$ cat config.mk
export PLATFORM = sky130hd
export DESIGN_NAME = audio_play_sched
export DESIGN_NICKNAME = d
export VERILOG_FILES = /design/src/rtl/audio_play_sched.sv
export SDC_FILE = /design/constraint.sdc
export NUM_CORES = 1
export LEC_CHECK = 0
export ABC_AREA = 1
export BUFFER_PORTS_ARGS = -buffer_cell sky130_fd_sc_hd__buf_2
export CAP_MARGIN = 20
export CORE_UTILIZATION = 42
export CTS_BUF_LIST = sky130_fd_sc_hd__clkbuf_8
export CTS_CLUSTER_DIAMETER = 200
export DETAILED_ROUTE_END_ITERATION = 7
export PLACE_DENSITY = 0.91
export SYNTH_ARGS = -nofsm -noshare
export SYNTH_HDL_FRONTEND = slang
export SYNTH_SLANG_ARGS = --single-unit
$ cat constraint.sdc
create_clock -name CLOCK_50 -period 1.4 [get_ports CLOCK_50]
set_input_delay 0.07 -clock CLOCK_50 [delete_from_list [all_inputs] [get_ports CLOCK_50]]
set_output_delay 0.07 -clock CLOCK_50 [all_outputs]
set_load 0.02 [all_outputs]
$ cat src/rtl/audio_play_sched.sv
// Sample scheduler between the tone ROM, the line-in path and the codec FIFO handshake.
// Plays ROM words one per accepted sample, or passes line-in through; ADC FIFO kept drained.
module audio_play_sched #(
  parameter int unsigned ROM_DEPTH = 48000,
  parameter int unsigned ADDR_W    = 16,
  parameter int unsigned DATA_W    = 24,
  parameter int unsigned ROM_LAT   = 2
) (
  input  logic              CLOCK_50,
  input  logic              reset,
  input  logic              play_en,
  input  logic              read_ready,
  input  logic              write_ready,
  input  logic [DATA_W-1:0] readdata_left,
  input  logic [DATA_W-1:0] readdata_right,
  input  logic [DATA_W-1:0] rom_q,
  output logic [ADDR_W-1:0] rom_addr,
  output logic              read,
  output logic              write,
  output logic [DATA_W-1:0] writedata_left,
  output logic [DATA_W-1:0] writedata_right,
  output logic              loop_wrap
);

  typedef enum logic [1:0] {StIdle, StPrefetch, StHold} state_e;

  localparam logic [ADDR_W-1:0] LastAddr = ADDR_W'(ROM_DEPTH - 1);
  localparam logic [2:0]        LatInit  = 3'(ROM_LAT - 1);

  state_e              r_state, w_state_next;
  logic [ADDR_W-1:0]   r_addr, w_addr_next;
  logic [2:0]          r_lat, w_lat_next;
  logic [DATA_W-1:0]   r_hold, w_hold_next;
  logic                w_read, w_write, w_wrap;

  always_ff @(posedge CLOCK_50) begin
    if (reset) begin
      r_state <= StIdle;
      r_addr  <= '0;
      r_lat   <= '0;
      r_hold  <= '0;
    end else begin
      r_state <= w_state_next;
      r_addr  <= w_addr_next;
      r_lat   <= w_lat_next;
      r_hold  <= w_hold_next;
    end
  end

  always_comb begin
    w_state_next    = r_state;
    w_addr_next     = r_addr;
    w_lat_next      = r_lat;
    w_hold_next     = r_hold;
    w_read          = 1'b0;
    w_write         = 1'b0;
    w_wrap          = 1'b0;
    writedata_left  = r_hold;
    writedata_right = r_hold;
    unique case (r_state)
      StIdle: begin
        writedata_left  = readdata_left;
        writedata_right = readdata_right;
        w_addr_next     = '0;
        if (play_en) begin
          w_state_next = StPrefetch;
          w_lat_next   = LatInit;
        end else if (read_ready && write_ready) begin
          w_read  = 1'b1;
          w_write = 1'b1;
        end
      end
      StPrefetch: begin
        if (!play_en) begin
          w_state_next = StIdle;
          w_addr_next  = '0;
        end else if (r_lat == 3'd0) begin
          w_hold_next  = rom_q;
          w_state_next = StHold;
        end else begin
          w_lat_next = r_lat - 3'd1;
        end
      end
      StHold: begin
        // A falling play_en beats a concurrent write_ready.
        if (!play_en) begin
          w_state_next = StIdle;
          w_addr_next  = '0;
        end else if (write_ready) begin
          w_write      = 1'b1;
          w_read       = read_ready;
          w_state_next = StPrefetch;
          w_lat_next   = LatInit;
          if (r_addr == LastAddr) begin
            w_addr_next = '0;
            w_wrap      = 1'b1;
          end else begin
            w_addr_next = r_addr + ADDR_W'(1);
          end
        end
      end
      default: begin
        w_state_next = StIdle;
        w_addr_next  = '0;
      end
    endcase
  end

  assign rom_addr  = r_addr;
  assign read      = w_read && !reset;
  assign write     = w_write && !reset;
  assign loop_wrap = w_wrap && !reset;

endmodule

==> results.sh <==
export IMPL_drive_gt1_frac=0.522
export IMPL_report_final_slew_viol_count=0
export IMPL_synthMostInstantiatedCell="nand2_1"
export IMPL_holdPathStages=3
export IMPL_power_density_nw_per_um2=751
export IMPL_grtUsageMet2=0.514
export IMPL_synth_seq_cells=45
export IMPL_busiest_layer="met2"
export IMPL_worst_slew_pin_slew_ns=0.404
export IMPL_path_clk_slew_ns=0.11
export IMPL_syn_area_um2=2630
export IMPL_synth_seq_area_share=0.343
export IMPL_core_um2=5990
export IMPL_setup_violations=58
export IMPL_avgSynthCellArea_um2=6.35
export IMPL_gp_congestion=0.916
export IMPL_die_x_um=81.1
export IMPL_netlist_area_leader_share=0.343
export IMPL_start_util=0.439
export IMPL_drt_pass1_iterations=5
export IMPL_antenna_found_initial=0
export IMPL_synth_compound_area_frac=0.0857
export IMPL_cts_buffers=5
export IMPL_ys_top_cells_by_area="dfxtp_1 (34%), nand2_1 (16%), nand3_1 (12%)"
export IMPL_drt_iter0_drc=246
export IMPL_hold_class="primary input to register"
export IMPL_grt_use_met1=0.296
export IMPL_die_y_um=81.1
export IMPL_worstPathRequired_ns=1.33
export IMPL_synth_mux_area_frac=0
export IMPL_wl_um=11800
export IMPL_worstSetupStartpointType="register"
export IMPL_grt_pass1_vias=3161
export IMPL_grtUsageMet3=0.0551
export IMPL_routedWlPerCell_um=17.4
export IMPL_syn2layout_area_growth_pct=80.0
export IMPL_holdWs_ns=-0.0107
export IMPL_dp_hpwl_um=6010
export IMPL_fin_tns_setup_ns=-4.69
export IMPL_drc_errors=0
export IMPL_final_hold_viol_count=1
export IMPL_cts_sinks=45
export IMPL_synthFlopType="dfxtp_1"
export IMPL_synthAdderAreaFrac=0.0143
export IMPL_die_area_um2=6580
export IMPL_detail_route_antenna_nets=0
export IMPL_leakage_nw=2.35
export IMPL_critPathKind="register to output port"
export IMPL_synthXorXnorAreaFrac=0.0133
export IMPL_tritoncts="yes"
export IMPL_rsz0062_at_grt="yes"
export IMPL_yosys_area_share_simple=0.460
export IMPL_buffer_ports_inserted=143
export IMPL_status="finished, violations left"
export IMPL_clockBufferDepth=2
export IMPL_max_cap_viol_count=0
export IMPL_core_rowCount=28
export IMPL_path_max_fanout=4
export IMPL_min_period_over_period=1.13
export IMPL_clockRootBuffer="clkbuf_8"
export IMPL_finalClockSkew_ns=0.0148
export IMPL_dpl_cell_area_um2=3480
export IMPL_crit_path_end_kind="output port"
export IMPL_peakVddDrop_mv=0.605
export IMPL_dp_cells=630
export IMPL_grt_max_degree=33
export IMPL_synth_top_family_by_area="simple AND/OR/NAND/NOR gates"
export IMPL_yosysWarnings=0
export IMPL_fmax_ghz=0.633
export IMPL_nets=682
export IMPL_synth_top_area_cell="dfxtp_1"
export IMPL_h_tree_depth=2
export IMPL_clock_latency_ns=0.32
export IMPL_overflow=0
export IMPL_antennaDiodeCount=0
export IMPL_synth_commonest_cells="nand2_1 (114), nor2_1 (74), nand3_1 (63)"
export IMPL_synth_edff_count=0
export IMPL_ys_types=30
export IMPL_final_cells=678
export IMPL_syn_nets=494
export IMPL_io_pins=144
export IMPL_violations="negative hold slack, negative setup slack"
export IMPL_final_area_um2=4730
export IMPL_grt_pass1_wl_um=14100
export IMPL_viasPerCell=5.59
export IMPL_async_flop_share=0
export IMPL_maxSlewHeadroom=0.729
export IMPL_crit_arrival_ns=1.51
export IMPL_period_needed_ns=1.58
export IMPL_fin_ws_ns=-0.179
export IMPL_route_vias_total=3791
export IMPL_r2r_cells=9
export IMPL_postSynthCellCount=414
export IMPL_grt_use_total=0.279
[flip-flops by register name, indices dropped and copies added, names as in the netlist]
name	cells
r_lat	3
rom_addr	16
r_hold	24
r_state	2
[per-layer routing]
metal | up-vias | wire, um
met4 | 0 | 590
li1 | 1705 | -
met2 | 285 | 6230
met1 | 1741 | 3920
met5 | - | 0
met3 | 60 | 1040
[power breakdown]
group	internal [mW]	leakage [nW]	total [mW]	switching, mW
sequential	1.32	0.373	1.35	0.0310
clock	0.546	0.0591	1.07	0.522
combinational	0.517	1.92	1.14	0.621
[kinds of logic after synthesis]
logic type / after synthesis
fa+ha+maj: 3
flops: 45
simple gates: 276
buf+inv: 47
compound gates: 39
xor+xnor: 4
[worst paths after layout]
| check | slack (ns) | startpoint | to |
|---|---|---|---|
| worst max-delay path | -0.18 | rom_addr[4]$_SDFFE_PP0P_ | loop_wrap |
| worst min-delay path | -0.01 | rom_q[21] | r_hold[21]$_SDFFE_PP0P_ |
| worst max register to register | -0.06 | r_lat[0]$_SDFFE_PP0P_ | r_hold[1]$_SDFFE_PP0P_ |
| worst min register to register | 0.50 | rom_addr[6]$_SDFFE_PP0P_ | rom_addr[6]$_SDFFE_PP0P_ |
[layout make-up]
cell class	instances	area, um^2
Sequential cell	45	927
Inverter	28	149
Timing Repair Buffer	198	1510
Fill cell	350	1260
Multi-Input combinational cell	324	1930
Clock buffer	5	68.8
Clock inverter	3	47.5
Tap cell	75	93.8
[through the flow]
step	utilization	total power [mW]	setup slack (ns)
floorplan	-	1.81	0.00519
global placement	0.581	2.09	-0.208
detailed placement	0.581	2.11	-0.314
CTS	0.680	3.25	-0.0700
global route	0.790	3.66	-0.230
finish	0.790	3.55	-0.179
[timing repair]
item / CTS / global route
endpoints found under the setup margin: 81 / 96
hold endpoints to repair: 21 / 0
pin swaps: 12 / 25
cloned: 2 / 2
gates resized for setup: 68 / 170
setup buffers: 10 / 6
hold buffers: 21 / 0
[placed cells by master (no fill, tap or decap), types with 2 or more instances in the layout]
cell type	count
nor2_1	57
buf_12	4
ha_4	3
inv_6	3
dfxtp_2	12
o21ai_0	16
o21ai_2	2
inv_2	5
dfxtp_4	3
buf_6	36
nand2_4	3
nand2_2	32
dlygate4sd3_1	21
a21oi_1	3
nand3_2	17
nor2_4	10
o21ai_1	10
nand4_1	3
nor2_2	23
nand3_4	4
nand3_1	43
inv_1	17
buf_4	36
nand2_1	80
xnor2_1	3
a21oi_2	2
clkbuf_8	5
nand2_8	4
a22oi_1	2
dfxtp_1	30
buf_2	98
buf_8	2
[critical path: stages (launching register included)]
cell and delay [ns]:
dfxtp_2 0.36, nand2_2 0.12, nor2_4 0.22, nand2_4 0.10, nor3_2 0.22, buf_4 0.18
Note: power is estimated with default switching activity, not from simulation.
